===== src/rtl/uart_tx_framer.sv =====
// UART transmit framer: start bit, DATA_W data bits LSB first, optional parity, STOP_BITS stop bits.
// Define UART_TX_PARITY_EN to compile in the parity bit.
module uart_tx_framer #(
  parameter int DATA_W       = 8,
  parameter int CLKS_PER_BIT = 5,
  parameter int STOP_BITS    = 1
) (
  input  logic              clk,
  input  logic              reset,
  input  logic [DATA_W-1:0] tx_data,
  input  logic              tx_valid,
  output logic              tx_ready,
  input  logic              parity_odd,
  output logic              tx,
  output logic              tx_busy,
  output logic              tx_done
);

  localparam int CW = $clog2(CLKS_PER_BIT);
  localparam int BW = $clog2(DATA_W + 1);
  localparam logic [CW-1:0] LAST_BAUD = CW'(CLKS_PER_BIT - 1);
  localparam logic [BW-1:0] LAST_DATA = BW'(DATA_W - 1);
  localparam logic [BW-1:0] LAST_STOP = BW'(STOP_BITS - 1);

  typedef enum logic [2:0] {
    IDLE,
    START,
    DATA,
`ifdef UART_TX_PARITY_EN
    PARITY,
`endif
    STOP
  } state_t;

  state_t            state, state_n;
  logic [CW-1:0]     baud_cnt, baud_n;
  logic [BW-1:0]     bit_cnt, bit_n;
  logic [DATA_W-1:0] shreg, shreg_n;
  logic              tx_q, tx_n;
  logic              last_baud, stop_last, accept;

`ifdef UART_TX_PARITY_EN
  logic par_q, par_n;
`else
  logic unused_parity;
  assign unused_parity = parity_odd;
`endif

  assign last_baud = (baud_cnt == LAST_BAUD);
  assign stop_last = (state == STOP) && last_baud && (bit_cnt == LAST_STOP);
  assign tx_ready  = (state == IDLE) || stop_last;
  assign accept    = tx_valid && tx_ready;
  assign tx_busy   = (state != IDLE);
  assign tx_done   = stop_last;
  assign tx        = tx_q;

  always_ff @(posedge clk) begin
    if (reset) begin
      state    <= IDLE;
      baud_cnt <= '0;
      bit_cnt  <= '0;
      shreg    <= '0;
      tx_q     <= 1'b1;
`ifdef UART_TX_PARITY_EN
      par_q    <= 1'b0;
`endif
    end else begin
      state    <= state_n;
      baud_cnt <= baud_n;
      bit_cnt  <= bit_n;
      shreg    <= shreg_n;
      tx_q     <= tx_n;
`ifdef UART_TX_PARITY_EN
      par_q    <= par_n;
`endif
    end
  end

  // tx is registered: the value for the next bit is chosen at the bit boundary.
  always_comb begin
    state_n = state;
    baud_n  = baud_cnt;
    bit_n   = bit_cnt;
    shreg_n = shreg;
    tx_n    = tx_q;
`ifdef UART_TX_PARITY_EN
    par_n   = par_q;
`endif
    if (state != IDLE) baud_n = last_baud ? '0 : baud_cnt + 1'b1;

    case (state)
      IDLE: tx_n = 1'b1;
      START: begin
        if (last_baud) begin
          state_n = DATA;
          bit_n   = '0;
          tx_n    = shreg[0];
        end
      end
      DATA: begin
        if (last_baud) begin
          if (bit_cnt == LAST_DATA) begin
            bit_n = '0;
`ifdef UART_TX_PARITY_EN
            state_n = PARITY;
            tx_n    = par_q;
`else
            state_n = STOP;
            tx_n    = 1'b1;
`endif
          end else begin
            bit_n   = bit_cnt + 1'b1;
            shreg_n = shreg >> 1;
            tx_n    = shreg[1];
          end
        end
      end
`ifdef UART_TX_PARITY_EN
      PARITY: begin
        if (last_baud) begin
          state_n = STOP;
          bit_n   = '0;
          tx_n    = 1'b1;
        end
      end
`endif
      STOP: begin
        if (last_baud) begin
          if (bit_cnt == LAST_STOP) begin
            state_n = IDLE;
            tx_n    = 1'b1;
          end else begin
            bit_n = bit_cnt + 1'b1;
          end
        end
      end
      default: begin
        state_n = IDLE;
        tx_n    = 1'b1;
      end
    endcase

    // Acceptance overrides the STOP->IDLE return so back-to-back frames have no gap.
    if (accept) begin
      state_n = START;
      baud_n  = '0;
      bit_n   = '0;
      tx_n    = 1'b0;
      shreg_n = tx_data;
`ifdef UART_TX_PARITY_EN
      par_n   = (^tx_data) ^ parity_odd;
`endif
    end
  end

endmodule


===== config.mk =====
export PLATFORM = sky130hd
export DESIGN_NAME = uart_tx_framer
export DESIGN_NICKNAME = d
export VERILOG_FILES = /design/src/rtl/uart_tx_framer.sv
export SDC_FILE = /design/constraint.sdc
export NUM_CORES = 1
export LEC_CHECK = 0
export ABC_AREA = 1
export CAP_MARGIN = 10
export CORE_MARGIN = 1.5
export CORE_UTILIZATION = 30
export DETAILED_ROUTE_END_ITERATION = 7
export MAX_ROUTING_LAYER = met4
export REMOVE_ABC_BUFFERS = 1
export SLEW_MARGIN = 10
export SYNTH_ARGS = -nofsm -noshare
export SYNTH_HDL_FRONTEND = slang
export SYNTH_SLANG_ARGS = --single-unit

===== constraint.sdc =====
create_clock -name clk -period 2.2 [get_ports clk]
set_clock_uncertainty 0.05 [all_clocks]
set_input_delay 0.33 -clock clk [delete_from_list [all_inputs] [get_ports clk]]
set_output_delay 0.33 -clock clk [all_outputs]
set_load 0.01 [all_outputs]

==> results.sh, run 1 <==
export IMPL_fin_nets=205
export IMPL_post_drt_wl_per_cell_microns=9.84
export IMPL_synth_cell_types=21
export IMPL_leakage_nw=0.613
export IMPL_power_density_nw_per_um2=753
export IMPL_max_freq_mhz=484
export IMPL_drc=0
export IMPL_ys_seq_area_frac=0.316
export IMPL_cts_setup_buffers=0
export IMPL_grt_pass1_wl_microns=4130
export IMPL_final_setup_viol_count=0
export IMPL_overflow=0
export IMPL_dr_first_iter_drc_count=31
export IMPL_min_period_over_period=0.938
export IMPL_fin_cells=230
export IMPL_required_ns=1.82
export IMPL_clkPwrFrac=0.264
export IMPL_net_switching_power_uw=368
export IMPL_io_pins=16
export IMPL_syn_to_final_growth_pct=24.3
export IMPL_postLayoutCellArea_sq_um=1420
export IMPL_fill_cells=402
export IMPL_final_cell_mix="42 x nand2_1, 20 x inv_1, 18 x nand3_1, 18 x a21oi_1, 17 x dfxtp_1"
export IMPL_dr_pass1_iters=4
export IMPL_tightest_slew_ns=0.295
export IMPL_syn_area_sq_um=1140
export IMPL_hpwl_microns=1730
export IMPL_vias=1013
export IMPL_setup_worst_path_end_class="output port"
export IMPL_worstHoldPathType="reg2reg"
export IMPL_min_period_ns=2.06
export IMPL_fp_coreArea_sq_um=3660
export IMPL_finalMaxSlewViolations=0
export IMPL_die_h_microns=64.6
export IMPL_ys_ff_latch=18
export IMPL_path_class="reg2out"
export IMPL_numPortBuffers=14
export IMPL_wl_microns=2260
export IMPL_design_die_area_sq_um=4180
export IMPL_finalHoldViolCount=0
export IMPL_tns_ns=0
export IMPL_grt_pass1_vias=943
export IMPL_vias_per_cell=4.40
export IMPL_grt_util_all_layers=0.128
export IMPL_clk_latency_ns=0.26
export IMPL_cell_internal_pwr_uw=699
export IMPL_swShare=0.345
export IMPL_n_antenna_cell=0
export IMPL_syn_inst=162
export IMPL_cts_tree="done"
export IMPL_dp_cells=226
export IMPL_drtAntennaViolNets=0
export IMPL_pwr_share_seq=0.372
export IMPL_crit_path_max_fanout=4
export IMPL_final_common_cell="nand2_1"
export IMPL_final_core_util=0.387
export IMPL_cts_sinks=18
export IMPL_comb_power_share=0.363
export IMPL_relSlewSlack=0.803
export IMPL_cts_made_buffers=3
export IMPL_gp_congestion=0.784
export IMPL_cts_resized=0
export IMPL_max_cap_violations=0
export IMPL_die_w_microns=64.6
export IMPL_antenna_found_initial=0
export IMPL_status="finished clean"
export IMPL_dpl_cell_area_sq_um=1360
export IMPL_initial_core_util=0.311
export IMPL_cts_buffer_depth=2
export IMPL_clk_pin_slew_ns=0.07
export IMPL_syn_area_per_cell_sq_um=7.04
export IMPL_postCtsHoldBufs=0
export IMPL_peakVddDrop_mv=0.236
export IMPL_num_rows=22
export IMPL_grt_max_degree=16
export IMPL_htree_levels=1
export IMPL_layout_drive_gt1_share=0.104
export IMPL_rsz0062_at_grt="no"
export IMPL_yosys_warnings=0
export IMPL_critPathLaunchType="flop"
export IMPL_worstPathArrival_ns=1.68
export IMPL_cts_root_buf="clkbuf_8"
-- cell type report --
cell class,instances,area (sq um),area share
multi-input combinational,120,677,0.478
sequential,18,362,0.255
timing repair buffer,20,188,0.133
inverter,20,75.1,0.0530
tap,48,60.1,0.0424
clock buffer,4,55.1,0.0389
-- power groups by stage --
| stage | Combinational [mW] | Clock [mW] | Sequential, mW |
|---|---|---|---|
| 6_report | 0.388 | 0.282 | 0.397 |
| 5_1_grt | 0.447 | 0.306 | 0.405 |
| 4_1_cts | 0.396 | 0.288 | 0.397 |
| 3_5_place_dp | 0.395 | 0 | 0.404 |
| 3_3_place_gp | 0.397 | 0 | 0.404 |
| 2_1_floorplan | 0.257 | 0 | 0.401 |
-- through the flow --
stage	power, mW	hold WS, ns	setup WS [ns]
3_3_place_gp	0.800	0.422	0.298
2_1_floorplan	0.658	0.349	0.429
3_5_place_dp	0.799	0.425	0.302
4_1_cts	1.08	0.435	0.00482
6_report	1.07	0.434	0.136
5_1_grt	1.16	0.466	0.0400
-- layer usage --
metal | track usage | vias up | part of all wire
li1 | - | 567 | -
met1 | 0.161 | 424 | 0.49
met2 | 0.203 | 17 | 0.46
met3 | 0.0260 | 5 | 0.033
met4 | 0.0479 | 0 | 0.018
met5 | - | - | 0
-- flip-flops by register name, summed over array words and instances, names as in the netlist --
register,flops
tx,1
state,2
baud_cnt,3
bit_cnt,4
shreg,8
-- critical path, stage by stage, from the launching register on --
cell and delay (ns):
dfxtp_1 0.39, ha_2 0.23, nand3_1 0.14, nor2_1 0.13
clkdlybuf4s50_1 0.53
-- path summary, 6_finish.rpt --
| kind | cells after the start | endpoint | startpoint | slack (ns) |
|---|---|---|---|---|
| worst max-delay path | 4 | tx_done | state[0]$_SDFFE_PP0P_ | 0.14 |
| worst min-delay path | 2 | shreg[2]$_SDFFE_PP0P_ | shreg[2]$_SDFFE_PP0P_ | 0.43 |
| worst max register to register | 9 | state[0]$_SDFFE_PP0P_ | state[0]$_SDFFE_PP0P_ | 0.37 |
| worst min register to register | 2 | shreg[2]$_SDFFE_PP0P_ | shreg[2]$_SDFFE_PP0P_ | 0.43 |
-- cells by family after synthesis --
group | count (synthesis) | share of synthesized area
xor gates and xnor gates | 2 | 0.0154
AOI/OAI and AO/OA | 26 | 0.131
adders and majority gates | 10 | 0.110
and+or+nand+nor | 82 | 0.336
DFF | 18 | 0.316
buffers and inverters | 24 | 0.0922
-- synth_stat cells --
library cell | number | share of area
nor2_2 | 2 | 0.011
ha_1 | 10 | 0.11
nor3_1 | 1 | 0.0044
o21ai_0 | 6 | 0.026
a21oi_1 | 18 | 0.079
nand3_1 | 18 | 0.079
buf_6 | 2 | 0.020
dfxtp_1 | 18 | 0.32
nand4_1 | 1 | 0.0055
nand2_2 | 2 | 0.011
nand2_1 | 42 | 0.14
nand3b_1 | 7 | 0.046
clkbuf_1 | 1 | 0.0033
xor2_1 | 1 | 0.0077
xnor2_1 | 1 | 0.0077
o21bai_4 | 1 | 0.016
inv_1 | 20 | 0.066
nand3_2 | 2 | 0.018
nor2_1 | 7 | 0.023
o211a_1 | 1 | 0.0088
buf_1 | 1 | 0.0033
Power figures use the tool's default switching activity.
==> run 2: changes to the inputs <==
Settings changed: CORE_UTILIZATION 30 to 40.
==> run 2 against run 1 <==
  * Worst hold slack better by 0.0047 ns
  * Final area down 3.6%
  * Via count up 4.5%
  * Sequential share of layout area up 1.1 points
  * Worst setup slack better by 0.057 ns
  * Flip-flop and latch count unchanged
  * Core utilization up 11 points
  * Non-clock buffer count down 2
  * Global-route usage up 3.2 points
  * Total power down 6.7%
  * Highest routed layer unchanged
==> results.sh, run 2 (synthesis gave the netlist of run 1 again) <==
export IMPL_status="finished clean"
export IMPL_relSlewSlack=0.756
export IMPL_cp_cell_sequence="inv_1 > ha_1 > inv_1 > clkdlybuf4s50_1"
export IMPL_drtAntennaViolNets=0
export IMPL_overflow=0
export IMPL_max_cap_violations=0
export IMPL_slowest_delay_ns=0.53
export IMPL_post_drt_wl_per_cell_microns=11.1
export IMPL_min_period_ns=2.01
export IMPL_numPortBuffers=14
export IMPL_largest_register_ffs=8
export IMPL_cts_root_buf="clkbuf_4"
export IMPL_met3WireLength_microns=79
export IMPL_setup_worst_path_end_class="output port"
export IMPL_fin_cells=211
export IMPL_cts_tree="done"
export IMPL_hold_ws_ns=0.439
export IMPL_min_period_over_period=0.912
export IMPL_cts_sinks=18
export IMPL_layout_drive_gt1_share=0.100
export IMPL_grt_max_degree=20
export IMPL_worstPathArrival_ns=1.63
export IMPL_regArea_sq_um=363
export IMPL_final_cell_mix="42 x nand2_1, 20 x inv_1, 18 x nand3_1, 18 x a21oi_1, 16 x dfxtp_1"
export IMPL_path_class="reg2out"
export IMPL_drc=0
export IMPL_fp_coreArea_sq_um=2730
export IMPL_wl_microns=2350
export IMPL_peakVddDrop_mv=0.399
export IMPL_dr_first_iter_drc_count=28
export IMPL_worstHoldPathType="reg2reg"
export IMPL_syn_to_final_growth_pct=19.8
export IMPL_cts_setup_buffers=0
export IMPL_power_density_nw_per_um2=729
export IMPL_crit_top_cell="inv_1"
export IMPL_design_die_area_sq_um=3180
export IMPL_final_setup_viol_count=0
export IMPL_vias_per_cell=5.02
export IMPL_routed_top_layer="met4"
export IMPL_fill_cells=267
export IMPL_tns_ns=0
export IMPL_vias=1059
export IMPL_crit_slowest_cell="clkdlybuf4s50_1"
export IMPL_hpwl_microns=1880
export IMPL_cp_top_family="buffers and inverters"
export IMPL_dp_cells=207
export IMPL_n_antenna_cell=0
export IMPL_grt_pass1_vias=984
export IMPL_cts_buffer_depth=2
export IMPL_leakage_nw=0.614
export IMPL_power_uw=995
export IMPL_htree_levels=1
export IMPL_grt_pass1_wl_microns=3980
export IMPL_clk_latency_ns=0.30
export IMPL_clk_pin_slew_ns=0.11
export IMPL_grt_util_all_layers=0.160
export IMPL_finalHoldViolCount=0
export IMPL_die_h_microns=56.4
export IMPL_critPathLaunchType="flop"
export IMPL_initial_core_util=0.417
export IMPL_dr_pass1_iters=4
export IMPL_cts_made_buffers=3
export IMPL_die_w_microns=56.4
export IMPL_drt_met1_wl_microns=1060
export IMPL_max_freq_mhz=498
export IMPL_antenna_found_initial=0
export IMPL_final_common_cell="nand2_1"
export IMPL_top_register="shreg"
export IMPL_reg_top3="shreg: 8 flops, bit_cnt: 4 flops, baud_cnt: 3 flops"
export IMPL_crit_path_max_fanout=4
export IMPL_tightest_slew_ns=0.366
export IMPL_rsz0062_at_grt="no"
export IMPL_r2r_slack_ns=0.44
export IMPL_fin_nets=203
export IMPL_gp_congestion=0.896
export IMPL_multi_input_area_sq_um=677
export IMPL_finalMaxSlewViolations=0
export IMPL_num_rows=19
export IMPL_path_buf_inv=3
export IMPL_dr_wl_met2_microns=1180
export IMPL_required_ns=1.82
export IMPL_final_core_util=0.499
export IMPL_io_pins=16
## run 2: final timing paths
| path | end | from | depth (start not counted) |
|---|---|---|---|
| max reg2reg | state[0]$_SDFFE_PP0P_ | state[0]$_SDFFE_PP0P_ | 9 |
| max | tx_busy | state[0]$_SDFFE_PP0P_ | 4 |
| min | shreg[7]$_SDFFE_PP0P_ | shreg[7]$_SDFFE_PP0P_ | 2 |
| min reg2reg | shreg[7]$_SDFFE_PP0P_ | shreg[7]$_SDFFE_PP0P_ | 2 |
## run 2: stage by stage
| step | cell area [sq um] | setup WS (ns) |
|---|---|---|
| after floorplan | 1110 | 0.429 |
| after global placement | 1320 | 0.332 |
| after detailed placement | 1320 | 0.314 |
| after CTS | 1360 | 0.0400 |
| after global routing | 1370 | 0.107 |
| final | 1370 | 0.193 |
## run 2: worst reg2reg max path: cells and delay by family, from the launching register on
family | cells | cell delay (ns)
buffers and inverters | 3 | 0.49
flip-flops | 1 | 0.38
AND/OR/NAND/NOR | 3 | 0.19
adder cells (fa/ha/maj) | 1 | 0.26
AO/OA/AOI/OAI | 2 | 0.31
## run 2: power by group
part           leakage [nW]  switching [mW]  internal (mW)
clock                0.0210           0.109          0.101
combinational         0.445           0.217          0.169
sequential            0.148          0.0288          0.370
total                 0.614           0.355          0.640
## run 2: repair_timing
item                                    CTS  global route
endpoints found under the setup margin    1             2
hold buffers                              0             0
resized for setup                         3             2
## run 2: area by class of cell
type / count / area share
clock buffer: 4 / 0.0266
inverter: 20 / 0.0550
multi-input combinational: 120 / 0.496
sequential: 18 / 0.266
tap: 31 / 0.0284
timing repair buffer: 18 / 0.128
## run 2: routing by layer
metal / global-route usage / up-vias
met5: - / -
met4: 0.0714 / 0
met3: 0.0230 / 4
met2: 0.274 / 30
met1: 0.185 / 466
li1: - / 559
